`src/rtl/csr_regfile_pkg.sv`:
```
// Shared CSR definitions: opcodes, addresses, writable-bit masks, reset values.
package csr_regfile_pkg;

  typedef enum logic [7:0] {
    OP_INVALID = 8'h00,
    OP_CSRRD   = 8'h01,
    OP_CSRWR   = 8'h02,
    OP_CSRXCHG = 8'h04
  } csr_op_e;

  localparam logic [13:0] CSR_CRMD   = 14'h000;
  localparam logic [13:0] CSR_PRMD   = 14'h001;
  localparam logic [13:0] CSR_ECFG   = 14'h004;
  localparam logic [13:0] CSR_ESTAT  = 14'h005;
  localparam logic [13:0] CSR_ERA    = 14'h006;
  localparam logic [13:0] CSR_EENTRY = 14'h00C;
  localparam logic [13:0] CSR_SAVE0  = 14'h030;
  localparam logic [13:0] CSR_SAVE1  = 14'h031;
  localparam logic [13:0] CSR_SAVE2  = 14'h032;
  localparam logic [13:0] CSR_SAVE3  = 14'h033;
  localparam logic [13:0] CSR_TID    = 14'h040;
  localparam logic [13:0] CSR_TCFG   = 14'h041;
  localparam logic [13:0] CSR_TVAL   = 14'h042;
  localparam logic [13:0] CSR_TICLR  = 14'h044;

  localparam logic [31:0] CRMD_WMASK   = 32'h0000_01FF;
  localparam logic [31:0] PRMD_WMASK   = 32'h0000_0007;
  localparam logic [31:0] ECFG_WMASK   = 32'h0000_1BFF;
  localparam logic [31:0] ESTAT_WMASK  = 32'h0000_0003;
  localparam logic [31:0] EENTRY_WMASK = 32'hFFFF_FFC0;
  localparam logic [31:0] CRMD_RESET   = 32'h0000_0008;

  typedef enum logic {
    TMR_IDLE,
    TMR_COUNT
  } tmr_state_e;

  function automatic logic [31:0] merge(input logic [31:0] old_v,
                                        input logic [31:0] new_v,
                                        input logic [31:0] mask);
    return (new_v & mask) | (old_v & ~mask);
  endfunction

endpackage

```
`src/rtl/csr_regfile_if.sv`:
```
// WB-stage CSR access, exception/ertn commit and interrupt signals.
interface csr_regfile_if;
  logic [7:0]  csr_op;
  logic [13:0] csr_num;
  logic [31:0] csr_wdata;
  logic [31:0] csr_mask;
  logic [31:0] csr_rvalue;
  logic        wb_ex;
  logic [5:0]  wb_ecode;
  logic [8:0]  wb_esubcode;
  logic [31:0] wb_pc;
  logic        ertn_flush;
  logic [7:0]  hw_int_in;
  logic        ipi_int_in;
  logic [31:0] ex_entry;
  logic [31:0] era_out;
  logic        has_int;

  modport master (
    output csr_op, csr_num, csr_wdata, csr_mask, wb_ex, wb_ecode, wb_esubcode,
           wb_pc, ertn_flush, hw_int_in, ipi_int_in,
    input  csr_rvalue, ex_entry, era_out, has_int
  );

  modport slave (
    input  csr_op, csr_num, csr_wdata, csr_mask, wb_ex, wb_ecode, wb_esubcode,
           wb_pc, ertn_flush, hw_int_in, ipi_int_in,
    output csr_rvalue, ex_entry, era_out, has_int
  );
endinterface

```
`src/rtl/csr_timer.sv`:
```
// Stable timer: TVAL down-counter with periodic reload and 1->0 tick pulse.
module csr_timer
  import csr_regfile_pkg::*;
(
  input  logic        clk,
  input  logic        reset,
  input  logic        load_i,
  input  logic        load_en_i,
  input  logic [29:0] load_init_i,
  input  logic        periodic_i,
  input  logic [29:0] init_val_i,
  output logic [31:0] tval_o,
  output logic        tick_o
);

  tmr_state_e  state_q, state_d;
  logic [31:0] tval_q, tval_d;

  // State and counter register
  always_ff @(posedge clk) begin
    if (reset) begin
      state_q <= TMR_IDLE;
      tval_q  <= '1;
    end else begin
      state_q <= state_d;
      tval_q  <= tval_d;
    end
  end

  // A TCFG write restarts the timer; a one-shot expiry parks TVAL at all-ones
  always_comb begin
    state_d = state_q;
    tval_d  = tval_q;
    tick_o  = 1'b0;
    if (load_i) begin
      tval_d  = {load_init_i, 2'b00};
      state_d = load_en_i ? TMR_COUNT : TMR_IDLE;
    end else if (state_q == TMR_COUNT) begin
      if (tval_q != '0) begin
        tval_d = tval_q - 32'd1;
        tick_o = (tval_q == 32'd1);
      end else if (periodic_i) begin
        tval_d = {init_val_i, 2'b00};
      end else begin
        tval_d  = '1;
        state_d = TMR_IDLE;
      end
    end
  end

  assign tval_o = tval_q;

endmodule

```
`src/rtl/csr_regfile.sv`:
```
// CSR register file and execution unit with exception/ertn handling.
module csr_regfile
  import csr_regfile_pkg::*;
#(
  parameter logic [31:0] TID_RESET = 32'h0
) (
  input logic          clk,
  input logic          reset,
  csr_regfile_if.slave bus
);

  logic [31:0] crmd_q, crmd_d, prmd_q, prmd_d, ecfg_q, ecfg_d;
  logic [31:0] estat_q, estat_d, era_q, era_d, eentry_q, eentry_d;
  logic [31:0] tid_q, tid_d, tcfg_q, tcfg_d;
  logic [31:0] save_q [4];
  logic [31:0] save_d [4];
  logic [31:0] old_val, new_val, tval;
  logic        we, ticlr, tcfg_we, tick;

  // Read mux: pre-write value of the addressed CSR
  always_comb begin
    case (bus.csr_num)
      CSR_CRMD:   old_val = crmd_q;
      CSR_PRMD:   old_val = prmd_q;
      CSR_ECFG:   old_val = ecfg_q;
      CSR_ESTAT:  old_val = estat_q;
      CSR_ERA:    old_val = era_q;
      CSR_EENTRY: old_val = eentry_q;
      CSR_SAVE0:  old_val = save_q[0];
      CSR_SAVE1:  old_val = save_q[1];
      CSR_SAVE2:  old_val = save_q[2];
      CSR_SAVE3:  old_val = save_q[3];
      CSR_TID:    old_val = tid_q;
      CSR_TCFG:   old_val = tcfg_q;
      CSR_TVAL:   old_val = tval;
      default:    old_val = '0;
    endcase
  end

  assign we      = (bus.csr_op == OP_CSRWR || bus.csr_op == OP_CSRXCHG)
                   && !bus.wb_ex && !bus.ertn_flush;
  assign new_val = (bus.csr_op == OP_CSRXCHG)
                   ? merge(old_val, bus.csr_wdata, bus.csr_mask) : bus.csr_wdata;
  assign ticlr   = we && (bus.csr_num == CSR_TICLR) && new_val[0];
  assign tcfg_we = we && (bus.csr_num == CSR_TCFG);

  csr_timer u_timer (
    .clk         (clk),
    .reset       (reset),
    .load_i      (tcfg_we),
    .load_en_i   (new_val[0]),
    .load_init_i (new_val[31:2]),
    .periodic_i  (tcfg_q[1]),
    .init_val_i  (tcfg_q[31:2]),
    .tval_o      (tval),
    .tick_o      (tick)
  );

  // Next state: software write, then exception/ertn override, then interrupt sampling
  always_comb begin
    crmd_d   = crmd_q;
    prmd_d   = prmd_q;
    ecfg_d   = ecfg_q;
    estat_d  = estat_q;
    era_d    = era_q;
    eentry_d = eentry_q;
    tid_d    = tid_q;
    tcfg_d   = tcfg_q;
    save_d   = save_q;
    if (we) begin
      case (bus.csr_num)
        CSR_CRMD:   crmd_d    = merge(crmd_q, new_val, CRMD_WMASK);
        CSR_PRMD:   prmd_d    = merge(prmd_q, new_val, PRMD_WMASK);
        CSR_ECFG:   ecfg_d    = merge(ecfg_q, new_val, ECFG_WMASK);
        CSR_ESTAT:  estat_d   = merge(estat_q, new_val, ESTAT_WMASK);
        CSR_ERA:    era_d     = new_val;
        CSR_EENTRY: eentry_d  = merge(eentry_q, new_val, EENTRY_WMASK);
        CSR_SAVE0:  save_d[0] = new_val;
        CSR_SAVE1:  save_d[1] = new_val;
        CSR_SAVE2:  save_d[2] = new_val;
        CSR_SAVE3:  save_d[3] = new_val;
        CSR_TID:    tid_d     = new_val;
        CSR_TCFG:   tcfg_d    = new_val;
        default:    ;
      endcase
    end
    if (bus.wb_ex) begin
      prmd_d[2:0]    = crmd_q[2:0];
      crmd_d[2:0]    = 3'b000;
      era_d          = bus.wb_pc;
      estat_d[21:16] = bus.wb_ecode;
      estat_d[30:22] = bus.wb_esubcode;
    end else if (bus.ertn_flush) begin
      crmd_d[2:0] = prmd_q[2:0];
    end
    estat_d[9:2] = bus.hw_int_in;
    estat_d[12]  = bus.ipi_int_in;
    estat_d[11]  = tick || (estat_q[11] && !ticlr);
  end

  // Architectural register update
  always_ff @(posedge clk) begin
    if (reset) begin
      crmd_q   <= CRMD_RESET;
      prmd_q   <= '0;
      ecfg_q   <= '0;
      estat_q  <= '0;
      era_q    <= '0;
      eentry_q <= '0;
      tid_q    <= TID_RESET;
      tcfg_q   <= '0;
      for (int unsigned i = 0; i < 4; i++) save_q[i] <= '0;
    end else begin
      crmd_q   <= crmd_d;
      prmd_q   <= prmd_d;
      ecfg_q   <= ecfg_d;
      estat_q  <= estat_d;
      era_q    <= era_d;
      eentry_q <= eentry_d;
      tid_q    <= tid_d;
      tcfg_q   <= tcfg_d;
      save_q   <= save_d;
    end
  end

  assign bus.csr_rvalue = (bus.csr_op == OP_INVALID) ? '0 : old_val;
  assign bus.ex_entry   = eentry_q;
  assign bus.era_out    = era_q;
  assign bus.has_int    = crmd_q[2] && |(estat_q[12:0] & ecfg_q[12:0]);

endmodule

```
`src/flat_wrapper.sv`:
```
// flat-port wrapper written by rule: the top's interface ports become plain ports
module csr_regfile_flat import csr_regfile_pkg::*;
#(
  parameter logic [31:0] TID_RESET = 32'h0
)
  (clk, reset, bus_csr_op, bus_csr_num, bus_csr_wdata, bus_csr_mask, bus_wb_ex, bus_wb_ecode, bus_wb_esubcode, bus_wb_pc, bus_ertn_flush, bus_hw_int_in, bus_ipi_int_in, bus_csr_rvalue, bus_ex_entry, bus_era_out, bus_has_int);
  csr_regfile_if bus_i ();
  input logic clk;
  input logic reset;
  input wire logic [$bits(bus_i.csr_op)-1:0] bus_csr_op;
  input wire logic [$bits(bus_i.csr_num)-1:0] bus_csr_num;
  input wire logic [$bits(bus_i.csr_wdata)-1:0] bus_csr_wdata;
  input wire logic [$bits(bus_i.csr_mask)-1:0] bus_csr_mask;
  input wire logic [$bits(bus_i.wb_ex)-1:0] bus_wb_ex;
  input wire logic [$bits(bus_i.wb_ecode)-1:0] bus_wb_ecode;
  input wire logic [$bits(bus_i.wb_esubcode)-1:0] bus_wb_esubcode;
  input wire logic [$bits(bus_i.wb_pc)-1:0] bus_wb_pc;
  input wire logic [$bits(bus_i.ertn_flush)-1:0] bus_ertn_flush;
  input wire logic [$bits(bus_i.hw_int_in)-1:0] bus_hw_int_in;
  input wire logic [$bits(bus_i.ipi_int_in)-1:0] bus_ipi_int_in;
  output wire logic [$bits(bus_i.csr_rvalue)-1:0] bus_csr_rvalue;
  output wire logic [$bits(bus_i.ex_entry)-1:0] bus_ex_entry;
  output wire logic [$bits(bus_i.era_out)-1:0] bus_era_out;
  output wire logic [$bits(bus_i.has_int)-1:0] bus_has_int;
  assign bus_i.csr_op = bus_csr_op;
  assign bus_i.csr_num = bus_csr_num;
  assign bus_i.csr_wdata = bus_csr_wdata;
  assign bus_i.csr_mask = bus_csr_mask;
  assign bus_i.wb_ex = bus_wb_ex;
  assign bus_i.wb_ecode = bus_wb_ecode;
  assign bus_i.wb_esubcode = bus_wb_esubcode;
  assign bus_i.wb_pc = bus_wb_pc;
  assign bus_i.ertn_flush = bus_ertn_flush;
  assign bus_i.hw_int_in = bus_hw_int_in;
  assign bus_i.ipi_int_in = bus_ipi_int_in;
  assign bus_csr_rvalue = bus_i.csr_rvalue;
  assign bus_ex_entry = bus_i.ex_entry;
  assign bus_era_out = bus_i.era_out;
  assign bus_has_int = bus_i.has_int;
  csr_regfile #(.TID_RESET(TID_RESET)) u_core (.clk(clk), .reset(reset), .bus(bus_i));
endmodule
```
`config.mk`:
```
export PLATFORM = sky130hd
export DESIGN_NAME = csr_regfile_flat
export DESIGN_NICKNAME = d
export VERILOG_FILES = /design/src/rtl/csr_regfile_pkg.sv /design/src/rtl/csr_regfile_if.sv /design/src/rtl/csr_timer.sv /design/src/rtl/csr_regfile.sv /design/src/flat_wrapper.sv
export SDC_FILE = /design/constraint.sdc
export NUM_CORES = 1
export LEC_CHECK = 0
export CAP_MARGIN = 30
export CORE_MARGIN = 1.5
export CORE_UTILIZATION = 47
export DETAILED_ROUTE_END_ITERATION = 6
export PLACE_DENSITY_LB_ADDON = 0.3
export SETUP_SLACK_MARGIN = 0.2
export SYNTH_ARGS = -nofsm -noshare
export SYNTH_HDL_FRONTEND = slang
export SYNTH_SLANG_ARGS = --single-unit
```
`constraint.sdc`:
```
create_clock -name clk -period 3.8 [get_ports clk]
set_clock_uncertainty 0.05 [all_clocks]
set_input_delay 0.76 -clock clk [delete_from_list [all_inputs] [get_ports clk]]
set_output_delay 0.76 -clock clk [all_outputs]
set_load 0.02 [all_outputs]
```
Word-level counts from Yosys, hierarchy flattened

Cells that the tools add are included.

Register bits: 417
Input port bits: 146
Output and inout port bits: 97
Logic and storage cells: 111

$add $sub $neg: 1
Eq/ne operators: 16
Mux-type cells: 27
Bitwise operators: 10
Reduce and logical (&&, ||, !) cells: 39

Operator list:

| kind                                                                  | count |
|---|---|
| 32-bit one-hot mux with 13 select lines                               | 1 |
| 32-bit two-way mux                                                    | 9 |
| 32-bit AND                                                            | 2 |
| 31-bit two-way mux                                                    | 2 |
| 14-bit by 6-bit == test with 1-bit output (second input constant)     | 4 |
| 14-bit by 7-bit == test with 1-bit output (second input constant)     | 4 |
| 14-bit by 3-bit == test with 1-bit output (second input constant)     | 3 |
| 32-bit by 1-bit == test with 1-bit output (second input constant)     | 1 |
| 32-bit inverter                                                       | 1 |
| 13-bit by 32-bit OR with 32-bit output                                | 1 |
| 2-bit by 32-bit OR with 32-bit output                                 | 1 |
| 3-bit by 32-bit OR with 32-bit output                                 | 1 |
| 32-bit OR                                                             | 1 |
| 32-bit by 6-bit OR with 32-bit output                                 | 1 |
| 9-bit by 32-bit OR with 32-bit output                                 | 1 |
| 32-bit nonzero test                                                   | 1 |
| 32-bit by 1-bit subtractor with 32-bit output (second input constant) | 1 |
| 2-bit AND reduction                                                   | 15 |
| 3-bit two-way mux                                                     | 6 |
| 15-bit two-way mux                                                    | 1 |
| 14-bit by 1-bit == test with 1-bit output (second input constant)     | 1 |
| 14-bit by 4-bit == test with 1-bit output (second input constant)     | 1 |
| 14-bit logical NOT                                                    | 1 |
| 2-bit nonzero test                                                    | 7 |
| 10 further kinds                                                      | 26 |

Depth between registers and ports, before layout

Gate-level depths: netlist of run 1.

Depth in word-level cells: 9
Mapped depth: 11
Gate-level depth less buffers: 9

Hierarchy

From an unflattened synthesis of run 1, not the netlist that was laid out.

Cell total of the unflattened synthesis: 2287
Area, all modules: 18855.6 um^2

By module, submodules not included:

| module      | times used | cells each | area an instance (um^2) | sequential area each (um^2) |
|---|---|---|---|---|
| csr_regfile | 1          | 1961       | 16298.1                 | 6025.8 |
| csr_timer   | 1          | 326        | 2557.5                  | 660.6 |

Worst setup path after synthesis of run 1

No wires, ideal clock.

Kind: in2out
Start: in bus_csr_num[9]
End: out bus_csr_rvalue[15]
Arrival: 2.618 ns
Required time: 2.990 ns
Slack: 0.372 ns
Stages on the path: 6
Buffers on the path: 2
Path through: or4_1 -> buf_4 -> nor4_4 -> buf_4 -> a222oi_1 -> a21oi_1

Word-level cells in the longest chain between the ends: 3
Elaborated cells between the ends (all ways): 15
Those cells by class: eq/ne: 12; mux: 2; reduce/logical: 1

Ends and longest elaborated chain:

| item                                                                    | line               | text |
|---|---|---|
| from (decl)                                                             | flat_wrapper.sv:11 | `input wire logic [$bits(bus_i.csr_num)-1:0] bus_csr_num;` |
| 14-bit by 7-bit == test with 1-bit output, or another cell as far along | csr_regfile.sv:22  | `case (bus.csr_num)` |
| 32-bit one-hot mux with 13 select lines (*)                             | csr_regfile.sv:22  |  |
| 32-bit two-way mux (*)                                                  | csr_regfile.sv:126 | `assign bus.csr_rvalue = (bus.csr_op == OP_INVALID) ? '0 : old_val;` |
| to (decl)                                                               | flat_wrapper.sv:21 | `output wire logic [$bits(bus_i.csr_rvalue)-1:0] bus_csr_rvalue;` |

Every way passes the cells marked *; elsewhere a longest branch is shown, timed or not.

Final worst setup path of run 1

Start: in bus_csr_num[0]
End: out bus_csr_rvalue[6]

The elaborated chain is that of the path after synthesis.

==> results of run 1 <==
==> registers in the layout, indices dropped and copies added, names as in the netlist <==
name	count
u_core.ecfg_q	12
u_core.bus.ex_entry	26
u_core.u_timer.state_q	1
u_core.crmd_q	9
u_core.tid_q	32
u_core.prmd_q	3
u_core.u_timer.tval_o	32
u_core.tcfg_q	32
u_core.bus.era_out	32
u_core.estat_q	27
u_core.save_q	128
==> layout by cell type (no fill, tap or decap), types with 21 or more instances in the layout <==
cell / netlist / routed
clkdlybuf4s50_1: 0 / 190
dfxtp_1: 334 / 334
buf_12: 0 / 33
a21oi_1: 223 / 217
nor2_1: 149 / 141
o21ai_1: 18 / 21
a22o_1: 27 / 25
a22oi_1: 94 / 88
o211ai_1: 23 / 23
a211oi_1: 27 / 23
nand3_1: 167 / 165
clkbuf_16: 0 / 38
nand2_1: 331 / 326
mux2i_1: 55 / 53
nor3_1: 31 / 26
o21ai_0: 59 / 54
o22ai_1: 58 / 56
buf_6: 2 / 21
buf_4: 23 / 327
==> power by group through the flow <==
| stage | registers, mW | logic, mW | clock network (mW) |
|---|---|---|---|
| 3_5_place_dp | 3.66 | 0.758 | 0 |
| 4_1_cts | 3.58 | 0.788 | 3.70 |
| 3_3_place_gp | 3.66 | 0.751 | 0 |
| 5_1_grt | 3.58 | 0.841 | 3.86 |
| 2_1_floorplan | 3.66 | 0.298 | 0 |
| 6_report | 3.58 | 0.818 | 3.71 |
==> area by class of cell <==
cell class	count	area (um2)
fillers	2945	11730
multi-input cells	1602	9957
flip-flops and latches	334	6686
repair buffers	597	5416
clock buffers	56	1099
well taps	461	576.8
clock inverters	13	138.9
inverters	13	48.80
diodes	1	2.502
==> tightest hold or removal path, delay by kind of cell (launching register included) <==
kind | cells | cell delay [ns]
AO/OA/AOI/OAI | 1 | 0.05
flip-flops | 1 | 0.31
AND/OR/NAND/NOR | 1 | 0.05
==> cells by family (layout without fill, tap and decap cells) <==
logic type,Yosys count,count (layout)
and+or+nand+nor,861,861
adders and majority gates,3,3
DFF,334,334
buffers and inverters,203,679
other,1,7
xor gates and xnor gates,8,8
AOI/OAI and AO/OA,655,655
muxes,69,69
==> cells in the mapped netlist (all sizes together) (36+ instances only) <==
cell type	number	share of area, %
a21oi	227	6.8
a22oi	94	4.1
buf	92	3.0
clkbuf	98	2.2
dfxtp	334	39
mux2i	56	3.3
nand2	331	7.3
nand3	170	5.1
nor2	151	3.4
nor3	36	1.2
o21ai	78	2.3
o22ai	58	2.1
==> worst min path at each step <==
stage	from	endpoint	cells past startpoint
CTS	u_core.save_q[115]$_SDFFE_PP0P_	u_core.save_q[115]$_SDFFE_PP0P_	2
floorplan	u_core.tid_q[0]$_SDFFE_PP0P_	u_core.tid_q[0]$_SDFFE_PP0P_	2
finish	u_core.save_q[115]$_SDFFE_PP0P_	u_core.save_q[115]$_SDFFE_PP0P_	2
global placement	u_core.save_q[1]$_SDFFE_PP0P_	u_core.save_q[1]$_SDFFE_PP0P_	2
global route	u_core.save_q[71]$_SDFFE_PP0P_	u_core.save_q[71]$_SDFFE_PP0P_	2
detailed placement	u_core.save_q[1]$_SDFFE_PP0P_	u_core.save_q[1]$_SDFFE_PP0P_	2
==> layer usage <==
metal  GRT usage [%]  routed length [um]
met4           21.46                4430
met1           54.74               31390
met2           63.11               34780
met5               0                   0
met3           10.91               10230
==> what timing repair did <==
item                       CTS  global route
pin swaps                   33            13
setup endpoints to repair   36            32
resized for setup          276            43
buffers inserted            23             6
==> impl_metrics.tcl, run 1 <==
set metrics [dict create \
    num-nets-final 2735 \
    gp_congestion 1.038 \
    worstReg2RegEnd "u_core.u_timer.tval_o[19]$_SDFFE_PP1P_" \
    vias 20145 \
    syn_inst 2134 \
    r2r_slack_ns 0.89 \
    cts_sinks 334 \
    yosys.area_share.simple_pct 25.19 \
    post_dp_cell_area_um2 22040 \
    synth_top_family_by_area "compound AO/OA/AOI/OAI gates" \
    ant_nets 0 \
    synthMuxAreaShare_pct 4.292 \
    core_area_um2 35660 \
    sequentialPowerShare_pct 44.2 \
    avgSynthCellArea_um2 8.006 \
    pre_cts_slack_ns -0.8949 \
    hp-class "reg -> reg" \
    antenna_found_initial 0 \
    post_route_cells_drive_above_1_share_pct 23.48 \
    total_power_mw 8.116 \
    die-area_um2 37500 \
    setup_violations 0 \
    io_pins 243 \
    fin_ws_ns 0.2263 \
    rows 69 \
    netSwitchingFraction_pct 25.21 \
    period_share_pct 94.04 \
    drt_wl_total_um 80840 \
    cts_tree "built" \
    fmax_mhz 279.8 \
    insertion_delay_ns 0.55 \
    r2r_cells 8 \
    hold_ws_ns 0.4014 \
    power_frac_comb_pct 10.1 \
    min_period_ns 3.574 \
    p_leak_nw 8.641 \
    worstReg2RegStart "u_core.u_timer.tval_o[13]$_SDFFE_PP1P_" \
    via_per_inst 6.547 \
    fin_cells 3077 \
    cp.arrival_ns 2.76 \
    synth-async-reset-ratio_pct 0 \
    first_iter_violations 2754 \
    clock-root-buffer "clkbuf_16" \
    crit_type "in -> out" \
    crit_path_cell_trace "buf_4 > buf_4 > nor2b_2 > buf_4 > a22oi_1 > o22ai_1 > a221o_1 > o21a_1 > buf_4" \
    synth_xor_area_share_pct 0.4101 \
    io_buffers 236 \
    rsz0062_at_grt "no" \
    crit_family "compound AO/OA/AOI/OAI gates" \
    synth_compound_area_share_pct 25.24 \
    cp.depth 9 \
    start_util_pct 47.91 \
    intPower_mw 6.070 \
    grt_max_degree 195 \
    route.detailed.drc 2 \
    switching_power_mw 2.046 \
    crit_top_cell "buf_4" \
    crit_start "bus_csr_num[0]" \
    worstPathBufferInverterCount 4 \
    crit_path_end "bus_csr_rvalue[6]" \
    area_growth_pct 40.05 \
    synthFlopType "dfxtp_1" \
    slew_headroom_pct 17.00 \
    tns_ns 0 \
    max-cap-violations 0 \
    die_h_um 193.7 \
    dieWidth_um 193.7 \
    violations "DRC" \
    worst_setup_path_start_kind "input pin" \
    syn-cell-area_um2 17080 \
    power.clock.fraction_pct 45.8 \
    wl_per_cell_um 26.27 \
    yosysSeqAreaShare_pct 39.14 \
    status "finished, violations left" \
    required_ns 2.99 \
    drtPass1Iterations 7 \
    ctsHoldBuffers 0 \
    placedCellCount 2978 \
    vdd_drop_max_mv 0.2644 \
    worst_pin_slew_ns 1.245 \
    cts_inserted_buffers 38 \
    clk_path_buf_depth 3 \
    slowest_delay_ns 0.40 \
    ys_ff_latch 334 \
    synth_edf_count 0 \
    dp_hpwl_um 59870 \
    hold_viol_final 0 \
    globalRoute.totalOverflow 0 \
    fin_util_pct 67.10 \
    stdcell_area_um2 23930 \
    slew_viol_final 0 \
    grt_pass1_wl_um 119200 \
    h-tree-depth 2 \
    crit_slowest_cell "a22oi_1" \
    first_global_vias 19085 \
    clk_pin_slew_ns 0.06 \
    worstPathMaxFanout 9 \
    synthAdderAreaFrac_pct 0.2197 \
    track_usage_pct 41.70 \
    yosys.cell_types.count 99 \
    end_kind "output port" \
    ys_warn_count 0 \
    p_per_area_nw_per_um2 339.2 \
]
No activity file was read; power rests on OpenSTA's default activity.
==> run 2, diff against run 1 <==
--- a/config.mk
+++ b/config.mk
@@ -6,6 +6,7 @@
 export NUM_CORES = 1
 export LEC_CHECK = 0
 export CAP_MARGIN = 30
+export CORE_ASPECT_RATIO = 0.8
 export CORE_MARGIN = 1.5
 export CORE_UTILIZATION = 47
 export DETAILED_ROUTE_END_ITERATION = 6
==> run 2 against run 1 <==
The flow still finishes with violations (DRC). Via count up 0.66%. Routed wire length up 5.7%. Sequential share of layout area down 0.29 points. Flip-flop and latch count unchanged. Highest routed layer is now met5.
==> impl_metrics.tcl, run 2 (same netlist as run 1, synthesis figures left out) <==
set metrics [dict create \
    final_common_cell "dfxtp_1" \
    rsz0062_at_grt "yes" \
    placedCellCount 2993 \
    drt_wl_total_um 85470 \
    worstPathMaxFanout 10 \
    worst_setup_path_start_kind "input pin" \
    grt_pass1_wl_um 124600 \
    p_per_area_nw_per_um2 344.2 \
    worstReg2RegStart "u_core.u_timer.tval_o[27]$_SDFFE_PP1P_" \
    vias 20277 \
    crit_type "in -> out" \
    grt_max_degree 204 \
    via_per_inst 6.560 \
    globalRoute.totalOverflow 0 \
    die_h_um 173.5 \
    start_util_pct 47.67 \
    h-tree-depth 2 \
    post_dp_cell_area_um2 22190 \
    gp_congestion 0.9717 \
    cp.arrival_ns 2.77 \
    end_kind "output port" \
    r2r_cells 8 \
    setup_violations 0 \
    vdd_drop_max_mv 0.2793 \
    num-nets-final 2730 \
    wl_per_cell_um 27.65 \
    die-area_um2 37510 \
    rows 62 \
    first_global_vias 18945 \
    area_growth_pct 41.52 \
    hold_viol_final 0 \
    violations "DRC" \
    cts_sinks 334 \
    io_buffers 236 \
    insertion_delay_ns 0.56 \
    clock-root-buffer "clkbuf_16" \
    drtPass1Iterations 7 \
    dp_hpwl_um 62370 \
    ctsHoldBuffers 0 \
    fmax_mhz 279.3 \
    route.detailed.drc 2 \
    final_cell_mix "334 x dfxtp_1, 328 x nand2_1, 301 x buf_4" \
    clk_pin_slew_ns 0.06 \
    min_period_ns 3.580 \
    ant_nets 0 \
    fin_util_pct 67.46 \
    period_share_pct 94.22 \
    status "finished, violations left" \
    cts_inserted_buffers 37 \
    clk_path_buf_depth 3 \
    r2r_slack_ns 0.99 \
    holdPathStages 2 \
    antenna_found_initial 1 \
    track_usage_pct 44.32 \
    stdcell_area_um2 24180 \
    dieWidth_um 216.2 \
    hold_ws_ns 0.4012 \
    io_pins 243 \
    first_iter_violations 3376 \
    worstReg2RegEnd "u_core.u_timer.tval_o[19]$_SDFFE_PP1P_" \
    hold_path.startpoint "u_core.tid_q[14]$_SDFFE_PP0P_" \
    core_area_um2 35840 \
    required_ns 2.99 \
    slew_viol_final 0 \
    p_leak_nw 8.745 \
    fin_cells 3091 \
    post_route_cells_drive_above_1_share_pct 23.00 \
    worst_pin_slew_ns 0.9937 \
    largest_reg_flops 128 \
    regMostFlops "u_core.save_q" \
    cts_tree "built" \
    tns_ns 0 \
    slew_headroom_pct 33.75 \
    hp-class "reg -> reg" \
    max-cap-violations 0 \
    whs_endpoint "u_core.tid_q[14]$_SDFFE_PP0P_" \
]
-- run 2: report_power, final --
group / total (mW) / switching [mW] / internal (mW)
combinational: 0.850 / 0.461 / 0.390
clock: 3.89 / 1.56 / 2.33
sequential: 3.58 / 0.0461 / 3.54
-- run 2: final cells by class --
cell class / count / area, um2
Timing Repair Buffer: 593 / 5629
Multi-Input combinational cell: 1602 / 9913
Antenna cell: 2 / 5.005
Inverter: 13 / 48.80
Clock inverter: 12 / 167.7
Tap cell: 480 / 600.6
Fill cell: 2976 / 11660
Sequential cell: 334 / 6686
Clock buffer: 55 / 1126
-- run 2: routing by layer --
| metal | global-route usage (%) | routed length (um) |
|---|---|---|
| met5 | 0 | 10 |
| met4 | 16.32 | 3448 |
| met3 | 11.02 | 11870 |
| met2 | 63.89 | 35250 |
| met1 | 63.58 | 34900 |
-- run 2: timing repair --
| action | CTS | global route |
|---|---|---|
| cloned | 5 | 0 |
| gates resized for setup | 267 | 35 |
| pin swaps | 25 | 20 |
| setup buffers | 13 | 11 |
| setup endpoints to repair | 32 | 29 |
-- run 2: worst max-delay path by stage --
| stage | slack (ns) | from | endpoint | cells past startpoint |
|---|---|---|---|---|
| floorplan | 0.37 | bus_csr_num[9] | bus_csr_rvalue[15] | 6 |
| global placement | -0.87 | bus_csr_num[2] | bus_csr_rvalue[24] | 11 |
| detailed placement | -0.82 | bus_csr_num[5] | bus_csr_rvalue[2] | 8 |
| CTS | 0.11 | bus_csr_num[2] | bus_csr_rvalue[1] | 11 |
| global route | 0.16 | bus_csr_num[10] | bus_csr_rvalue[27] | 11 |
| finish | 0.22 | bus_csr_num[12] | bus_csr_rvalue[18] | 9 |
-- run 2: critical path: stages --
cell and delay, ns:
clkdlybuf4s50_1 0.42, or2_4 0.34, buf_4 0.17, nor4_4 0.32, buf_12 0.19, a221oi_1 0.09, o21ai_0 0.10, and2_4 0.20
buf_2 0.16
-- run 2: per-stage QoR --
| step | worst slack (ns) | power (mW) |
|---|---|---|
| floorplan | 0.3721 | 3.955 |
| global placement | -0.8740 | 4.435 |
| detailed placement | -0.8180 | 4.439 |
| CTS | 0.1077 | 8.258 |
| global route | 0.1644 | 8.473 |
| finish | 0.2196 | 8.321 |
